[src/rtl/l2_arbiter_if.sv]
`default_nettype none
// ---------------------------------------------------------------------------
// l2_arbiter_if : I-cache / D-cache / L2 line-transfer bundle.  Rev 1.0
// ---------------------------------------------------------------------------
interface l2_arbiter_if #(
    parameter int WIDTH  = 256,
    parameter int ADDR_W = 16
);
    logic              icache_read;
    logic [ADDR_W-1:0] icache_addr;
    logic [WIDTH-1:0]  icache_rdata;
    logic              icache_resp;
    logic              dcache_read;
    logic              dcache_write;
    logic [ADDR_W-1:0] dcache_addr;
    logic [WIDTH-1:0]  dcache_wdata;
    logic [WIDTH-1:0]  dcache_rdata;
    logic              dcache_resp;
    logic              l2_read;
    logic              l2_write;
    logic [ADDR_W-1:0] l2_addr;
    logic [WIDTH-1:0]  l2_wdata;
    logic [WIDTH-1:0]  l2_rdata;
    logic              l2_resp;

    modport slave (
        input  icache_read, icache_addr, dcache_read, dcache_write, dcache_addr,
               dcache_wdata, l2_rdata, l2_resp,
        output icache_rdata, icache_resp, dcache_rdata, dcache_resp,
               l2_read, l2_write, l2_addr, l2_wdata
    );

    modport master (
        output icache_read, icache_addr, dcache_read, dcache_write, dcache_addr,
               dcache_wdata, l2_rdata, l2_resp,
        input  icache_rdata, icache_resp, dcache_rdata, dcache_resp,
               l2_read, l2_write, l2_addr, l2_wdata
    );
endinterface
`default_nettype wire

[src/rtl/l2_arbiter.sv]
`default_nettype none
// ---------------------------------------------------------------------------
// l2_arbiter : round-robin owner of the shared L2 port for I/D line misses.
// Rev 1.0
// ---------------------------------------------------------------------------
module l2_arbiter #(
    parameter int WIDTH  = 256,
    parameter int ADDR_W = 16
) (
    input  logic         clk,
    input  logic         rst_n,
    l2_arbiter_if.slave  bus
);
    localparam logic [1:0] S_IDLE    = 2'd0;
    localparam logic [1:0] S_GRANT_I = 2'd1;
    localparam logic [1:0] S_GRANT_D = 2'd2;

    logic [1:0]        r_state;
    logic              r_last_d;
    logic              r_write;
    logic [ADDR_W-1:0] r_addr;
    logic [WIDTH-1:0]  r_wdata;

    logic w_i_req;
    logic w_d_req;
    logic w_pick_i;
    logic w_pick_d;
    logic w_busy;

    assign w_i_req  = bus.icache_read;
    assign w_d_req  = bus.dcache_read | bus.dcache_write;
    // On a tie the side that did not win last time goes first.
    assign w_pick_i = w_i_req & (~w_d_req | r_last_d);
    assign w_pick_d = w_d_req & ~w_pick_i;
    assign w_busy   = (r_state == S_GRANT_I) || (r_state == S_GRANT_D);

    always_ff @(posedge clk) begin
        if (!rst_n) begin
            r_state  <= S_IDLE;
            r_last_d <= 1'b1;
            r_write  <= 1'b0;
            r_addr   <= '0;
            r_wdata  <= '0;
        end else begin
            case (r_state)
                S_IDLE: begin
                    if (w_pick_i) begin
                        r_state <= S_GRANT_I;
                        r_addr  <= bus.icache_addr;
                        r_write <= 1'b0;
                        r_wdata <= bus.dcache_wdata;
                    end else if (w_pick_d) begin
                        r_state <= S_GRANT_D;
                        r_addr  <= bus.dcache_addr;
                        r_write <= bus.dcache_write;
                        r_wdata <= bus.dcache_wdata;
                    end
                end
                S_GRANT_I: begin
                    if (bus.l2_resp) begin
                        r_state  <= S_IDLE;
                        r_last_d <= 1'b0;
                    end
                end
                S_GRANT_D: begin
                    if (bus.l2_resp) begin
                        r_state  <= S_IDLE;
                        r_last_d <= 1'b1;
                    end
                end
                default: r_state <= S_IDLE;
            endcase
        end
    end

    // A transaction caught by reset is abandoned, so no completion escapes.
    assign bus.icache_resp  = (r_state == S_GRANT_I) & bus.l2_resp & rst_n;
    assign bus.dcache_resp  = (r_state == S_GRANT_D) & bus.l2_resp & rst_n;
    assign bus.icache_rdata = bus.l2_rdata;
    assign bus.dcache_rdata = bus.l2_rdata;
    assign bus.l2_read      = w_busy & ~r_write;
    assign bus.l2_write     = w_busy & r_write;
    assign bus.l2_addr      = r_addr;
    assign bus.l2_wdata     = r_wdata;
endmodule
`default_nettype wire

[src/flat_wrapper.sv]
// flat-port wrapper written by rule: the top's interface ports become plain ports
module l2_arbiter_flat 
#(
    parameter int WIDTH  = 256,
    parameter int ADDR_W = 16
)
  (clk, rst_n, bus_icache_read, bus_icache_addr, bus_dcache_read, bus_dcache_write, bus_dcache_addr, bus_dcache_wdata, bus_l2_rdata, bus_l2_resp, bus_icache_rdata, bus_icache_resp, bus_dcache_rdata, bus_dcache_resp, bus_l2_read, bus_l2_write, bus_l2_addr, bus_l2_wdata);
  l2_arbiter_if #(.WIDTH(WIDTH), .ADDR_W(ADDR_W)) bus_i ();
  input  logic clk;
  input  logic rst_n;
  input wire logic [$bits(bus_i.icache_read)-1:0] bus_icache_read;
  input wire logic [$bits(bus_i.icache_addr)-1:0] bus_icache_addr;
  input wire logic [$bits(bus_i.dcache_read)-1:0] bus_dcache_read;
  input wire logic [$bits(bus_i.dcache_write)-1:0] bus_dcache_write;
  input wire logic [$bits(bus_i.dcache_addr)-1:0] bus_dcache_addr;
  input wire logic [$bits(bus_i.dcache_wdata)-1:0] bus_dcache_wdata;
  input wire logic [$bits(bus_i.l2_rdata)-1:0] bus_l2_rdata;
  input wire logic [$bits(bus_i.l2_resp)-1:0] bus_l2_resp;
  output wire logic [$bits(bus_i.icache_rdata)-1:0] bus_icache_rdata;
  output wire logic [$bits(bus_i.icache_resp)-1:0] bus_icache_resp;
  output wire logic [$bits(bus_i.dcache_rdata)-1:0] bus_dcache_rdata;
  output wire logic [$bits(bus_i.dcache_resp)-1:0] bus_dcache_resp;
  output wire logic [$bits(bus_i.l2_read)-1:0] bus_l2_read;
  output wire logic [$bits(bus_i.l2_write)-1:0] bus_l2_write;
  output wire logic [$bits(bus_i.l2_addr)-1:0] bus_l2_addr;
  output wire logic [$bits(bus_i.l2_wdata)-1:0] bus_l2_wdata;
  assign bus_i.icache_read = bus_icache_read;
  assign bus_i.icache_addr = bus_icache_addr;
  assign bus_i.dcache_read = bus_dcache_read;
  assign bus_i.dcache_write = bus_dcache_write;
  assign bus_i.dcache_addr = bus_dcache_addr;
  assign bus_i.dcache_wdata = bus_dcache_wdata;
  assign bus_i.l2_rdata = bus_l2_rdata;
  assign bus_i.l2_resp = bus_l2_resp;
  assign bus_icache_rdata = bus_i.icache_rdata;
  assign bus_icache_resp = bus_i.icache_resp;
  assign bus_dcache_rdata = bus_i.dcache_rdata;
  assign bus_dcache_resp = bus_i.dcache_resp;
  assign bus_l2_read = bus_i.l2_read;
  assign bus_l2_write = bus_i.l2_write;
  assign bus_l2_addr = bus_i.l2_addr;
  assign bus_l2_wdata = bus_i.l2_wdata;
  l2_arbiter #(.WIDTH(WIDTH), .ADDR_W(ADDR_W)) u_core (.clk(clk), .rst_n(rst_n), .bus(bus_i));
endmodule
[config.mk]
export PLATFORM = sky130hd
export DESIGN_NAME = l2_arbiter_flat
export DESIGN_NICKNAME = d
export VERILOG_FILES = /design/src/rtl/l2_arbiter_if.sv /design/src/rtl/l2_arbiter.sv /design/src/flat_wrapper.sv
export SDC_FILE = /design/constraint.sdc
export NUM_CORES = 1
export LEC_CHECK = 0
export ABC_AREA = 1
export CAP_MARGIN = 20
export CORE_AREA = 8 8 508 510
export DETAILED_ROUTE_END_ITERATION = 6
export DIE_AREA = 0 0 516 518
export DONT_BUFFER_PORTS = 1
export PLACE_DENSITY_LB_ADDON = 0.25
export SYNTH_ARGS = -nofsm -noshare
export SYNTH_HDL_FRONTEND = slang
export SYNTH_SLANG_ARGS = --single-unit
[constraint.sdc]
create_clock -name clk -period 4.1 [get_ports clk]
set_input_delay 0.615 -clock clk [delete_from_list [all_inputs] [get_ports clk]]
set_output_delay 0.615 -clock clk [all_outputs]
set_load 0.02 [all_outputs]
Yosys cells after proc, flatten, opt, wreduce, memory -nomap -nowiden --
Index checks and enable logic that the tools add are counted. W data, S select, Z words.
Cells by class: eq/ne operators 6, multiplexer cells 13, bitwise operators 13, reduce and logical (&&, ||, !) cells 8
Operators by type and width (count):
- $mux W256 | 2
- $mux W16 | 2
- $and A1 B1 Y1 | 8
- $mux W2 | 3
- $mux W1 | 4
- $ne A2 B2 Y1 const B | 2
- $pmux W2 S2 | 1
- $reduce_and A2 Y1 | 2
- $reduce_bool A2 Y1 | 2
- $ne A3 B1 Y1 const B | 1
- $not A1 Y1 | 3
- $reduce_and A3 Y1 | 1
- $eq A2 B1 Y1 const B | 1
- $eq A2 B2 Y1 const B | 1
- $logic_not A2 Y1 | 1
- $ne A2 B1 Y1 const B | 1
- $or A1 B1 Y1 | 2
- $pmux W1 S2 | 1
- $reduce_or A2 Y1 | 1
- $logic_or A1 B1 Y1 | 1
Word-level totals: register bits 276, output and inout bits 788

Depth between registers and ports, before layout --
word-level depth 9, gate-level depth with buffers 9, mapped depth without buffers 7

Least setup slack after synthesis --
Ideal clock, no wire load.
path kind input -> output, start input port rst_n, end output port bus_dcache_resp, data arrival time 1.150 ns, data required time 3.485 ns, setup slack 2.335 ns, stages on the path 3, path buffers 1, cell sequence inv_1 clkbuf_1 nor2_1
Between the ends: cells in the longest elaborated chain, start to end 1
RTL lines:
- from (decl) | RTL line flat_wrapper.sv:10 | input logic rst_n;
- $and A1 B1 Y1 | RTL line l2_arbiter.sv:78 | assign bus.dcache_resp = (r_state == S_GRANT_D) & bus.l2_resp & rst_n;
- to (decl) | RTL line flat_wrapper.sv:22 | output wire logic [$bits(bus_i.dcache_resp)-1:0] bus_dcache_resp;
Every way passes these cells.

Final worst setup path --
start register u_core.r_state[1], end output port bus_l2_read
Between the ends: cells in the longest elaborated chain, start to end 3
RTL lines:
- from (decl) | RTL line l2_arbiter.sv:18 | logic [1:0] r_state;
- from (signal assigned) | RTL line l2_arbiter.sv:39 | r_state <= S_IDLE;
- from (signal assigned) | RTL line l2_arbiter.sv:48 | r_state <= S_GRANT_I;
- from (signal assigned) | RTL line l2_arbiter.sv:53 | r_state <= S_GRANT_D;
- $eq A2 B1 Y1 or $eq A2 B2 Y1 (tied branches) | RTL line l2_arbiter.sv:35 | assign w_busy = (r_state == S_GRANT_I) || (r_state == S_GRANT_D);
- $logic_or A1 B1 Y1 * | RTL line l2_arbiter.sv:35
- $and A1 B1 Y1 * | RTL line l2_arbiter.sv:81 | assign bus.l2_read = w_busy & ~r_write;
- to (decl) | RTL line flat_wrapper.sv:23 | output wire logic [$bits(bus_i.l2_read)-1:0] bus_l2_read;
Mark *: on every way between the ends. The rest lies on a longest branch, timed or not.

==> results.sh <==
export IMPL_drive_gt1_frac=0.0717
export IMPL_synth_area_per_cell_um2=7.72
export IMPL_fin_util=0.0614
export IMPL_rsz0062_at_grt="no"
export IMPL_die_area_um2=267000
export IMPL_power_mw=9.50
export IMPL_postCtsHoldBufs=0
export IMPL_place_congestion=0.743
export IMPL_min_to="u_core.bus.l2_wdata[58]$_SDFFE_PN0P_"
export IMPL_cp_max_fo=3
export IMPL_clk_pin_slew_ns=0.06
export IMPL_dpl_hpwl_um=127000
export IMPL_hold_start="bus_dcache_wdata[58]"
export IMPL_cts_resized=0
export IMPL_finalSetupTns_ns=0
export IMPL_required_ns=3.48
export IMPL_drt_wl_total_um=142000
export IMPL_wire_per_inst_um=30.5
export IMPL_ios=1338
export IMPL_p_leak_nw=5.09
export IMPL_stdcell_count=4668
export IMPL_ys_seq_elements=276
export IMPL_grt_pass1_vias=9383
export IMPL_final_area_um2=15300
export IMPL_drc=0
export IMPL_root_buffer="clkbuf_16"
export IMPL_worst_setup_path_end_kind="output port"
export IMPL_start_kind="flop"
export IMPL_hp_class="in -> reg"
export IMPL_dpl_cell_area_um2=13800
export IMPL_powerDensity_nw_per_um2=619
export IMPL_grt_pass1_wl_um=164000
export IMPL_worstSkewPairLatency_ns=0.65
export IMPL_via_per_inst=2.13
export IMPL_crit_arrival_ns=2.07
export IMPL_reg2regPathDepth=6
export IMPL_cts_made_buffers=42
export IMPL_worst_slew_pin_slew_ns=0.950
export IMPL_ant_nets=0
export IMPL_cts_tree="yes"
export IMPL_skew_ns=0.0248
export IMPL_hold_violations=0
export IMPL_drv_cap=0
export IMPL_timing_worst_setup_path_type="reg -> out"
export IMPL_drt_iter0_drc=452
export IMPL_slew_viol_final=0
export IMPL_dr_pass1_iters=4
export IMPL_clockBufferDepth=3
export IMPL_htree_levels=2
export IMPL_fin_nets=1804
export IMPL_die_h_um=518
export IMPL_syn_inst=1800
export IMPL_gr_total_overflow=0
export IMPL_reg2reg_to="u_core.bus.l2_wdata[233]$_SDFFE_PN0P_"
export IMPL_r2r_slack_ns=1.80
export IMPL_area_growth_syn_to_layout_pct=10.5
export IMPL_die_w_um=516
export IMPL_place_inst=4555
export IMPL_outcome="finished clean"
export IMPL_grt_total_usage=0.101
export IMPL_core_area_um2=250000
export IMPL_postCtsSetupBuffers=0
export IMPL_min_period_ns=2.69
export IMPL_rows=184
export IMPL_fin_crit_sh=0.656
export IMPL_peakVddDrop_v=0.000228
export IMPL_cts_sinks=276
export IMPL_yosys_warnings=0
export IMPL_synth_seq_area_share=0.398
export IMPL_grt_antenna_before_repair=109
export IMPL_clock_fmax_mhz=372
export IMPL_setup_viol=0
export IMPL_syn_nets=2353
export IMPL_min_path_cells=2
export IMPL_start_util=0.0555
export IMPL_syn_area_um2=13900
export IMPL_grt_max_degree=259
export IMPL_ys_types=22
export IMPL_nFillCells=29600
export IMPL_worst_slew_margin_rel=0.367
export IMPL_port_buffers=0
export IMPL_vias=9925
export IMPL_r2r_start="u_core.r_state[0]$_SDFFE_PN0P_"
==> power breakdown <==
group	internal [mW]	switching [mW]	total (mW)
clock	2.35	1.65	4.00
sequential	3.07	1.40	4.47
combinational	0.313	0.717	1.03
total	5.73	3.77	9.50
==> layout make-up <==
class                      count  area [um2]  area share
sequential                   276        5530       0.360
timing repair buffer          13         148     0.00962
antenna                       36        90.1     0.00587
tap                         3348        4190       0.273
multi-input combinational    879        3770       0.246
inverter                      39         146     0.00954
clock inverter                20         262      0.0170
clock buffer                  57        1210      0.0788
==> logic make-up (layout without fill, tap and decap cells) <==
logic type | count (synthesis) | in the layout | synth area share
buffers and inverters | 645 | 129 | 0.332
adders and majority gates | 3 | 3 | 0.00270
AOI/OAI and AO/OA | 277 | 277 | 0.101
DFF | 276 | 276 | 0.398
and+or+nand+nor | 599 | 599 | 0.167
other | 0 | 36 | 0
==> worst max-delay path by stage <==
stage               cells after the start                      startpoint               to  slack, ns
finish                                  4  u_core.r_state[1]$_SDFFE_PN0P_      bus_l2_read       1.41
CTS                                     4  u_core.r_state[1]$_SDFFE_PN0P_      bus_l2_read       1.19
global route                            4  u_core.r_state[1]$_SDFFE_PN0P_      bus_l2_read       1.13
floorplan                               3                           rst_n  bus_dcache_resp       2.34
detailed placement                      3                           rst_n  bus_icache_resp       1.58
global placement                        3                           rst_n  bus_icache_resp       1.60
==> layer usage <==
| metal | vias up | part of all wire | global-route usage | wire length (um) |
|---|---|---|---|---|
| met5 | - | 0.0020 | 0.000541 | 281 |
| met4 | 42 | 0.052 | 0.0442 | 7470 |
| met3 | 477 | 0.31 | 0.144 | 44300 |
| met2 | 1047 | 0.39 | 0.142 | 55500 |
| met1 | 4244 | 0.24 | 0.0728 | 34900 |
| li1 | 4115 | - | - | - |
==> synthesized netlist by cell type <==
cell	instances	area [um2]
buf_4	525	3940
nor2_1	518	1940
dfxtp_1	276	5530
o21ai_0	203	1020
o21ai_1	53	265
clkbuf_1	41	154
nand2_1	40	150
inv_1	38	143
nand3_1	37	185
buf_6	22	248
a21oi_1	19	95.1
buf_2	8	40.0
clkbuf_2	5	25.0
clkbuf_4	3	22.5
ha_1	3	37.5
buf_8	2	30.0
nand2_4	2	22.5
a21boi_2	1	11.3
inv_2	1	3.75
nand2_2	1	6.26
nor2_4	1	11.3
o21bai_2	1	11.3
==> cells in the final DEF, fill, tap and decap left out, types with 2 or more instances in the layout <==
cell type / netlist / final
a21oi_1: 19 / 19
buf_12: 0 / 4
buf_4: 525 / 9
bufinv_16: 0 / 4
clkbuf_1: 41 / 6
clkbuf_16: 0 / 43
clkbuf_8: 0 / 8
clkinv_2: 0 / 2
clkinv_4: 0 / 2
clkinvlp_4: 0 / 4
dfxtp_1: 276 / 276
diode_2: 0 / 36
ha_1: 3 / 3
inv_1: 38 / 38
inv_6: 0 / 6
nand2_1: 40 / 40
nand3_1: 37 / 37
nor2_1: 518 / 517
o21ai_0: 203 / 203
o21ai_1: 53 / 53
==> flip-flops by register name, indices dropped and copies added, names as in the netlist <==
register / cells
u_core.bus.l2_addr: 16
u_core.r_write: 1
u_core.r_state: 2
u_core.bus.l2_wdata: 256
u_core.r_last_d: 1
==> stage by stage <==
stage,hold slack [ns],setup WS (ns)
after floorplan,0.420,2.34
after global placement,0.436,1.60
after detailed placement,0.445,1.58
after CTS,0.0112,1.19
after global routing,0.0671,1.13
final,0.124,1.41
==> worst max-delay path, stage by stage, from the launching register on <==
cell and delay [ns]:
dfxtp_1 0.36, inv_1 0.07, ha_1 0.34, inv_1 0.06
nor2_2 0.59
(Power assumes the default switching activity.)
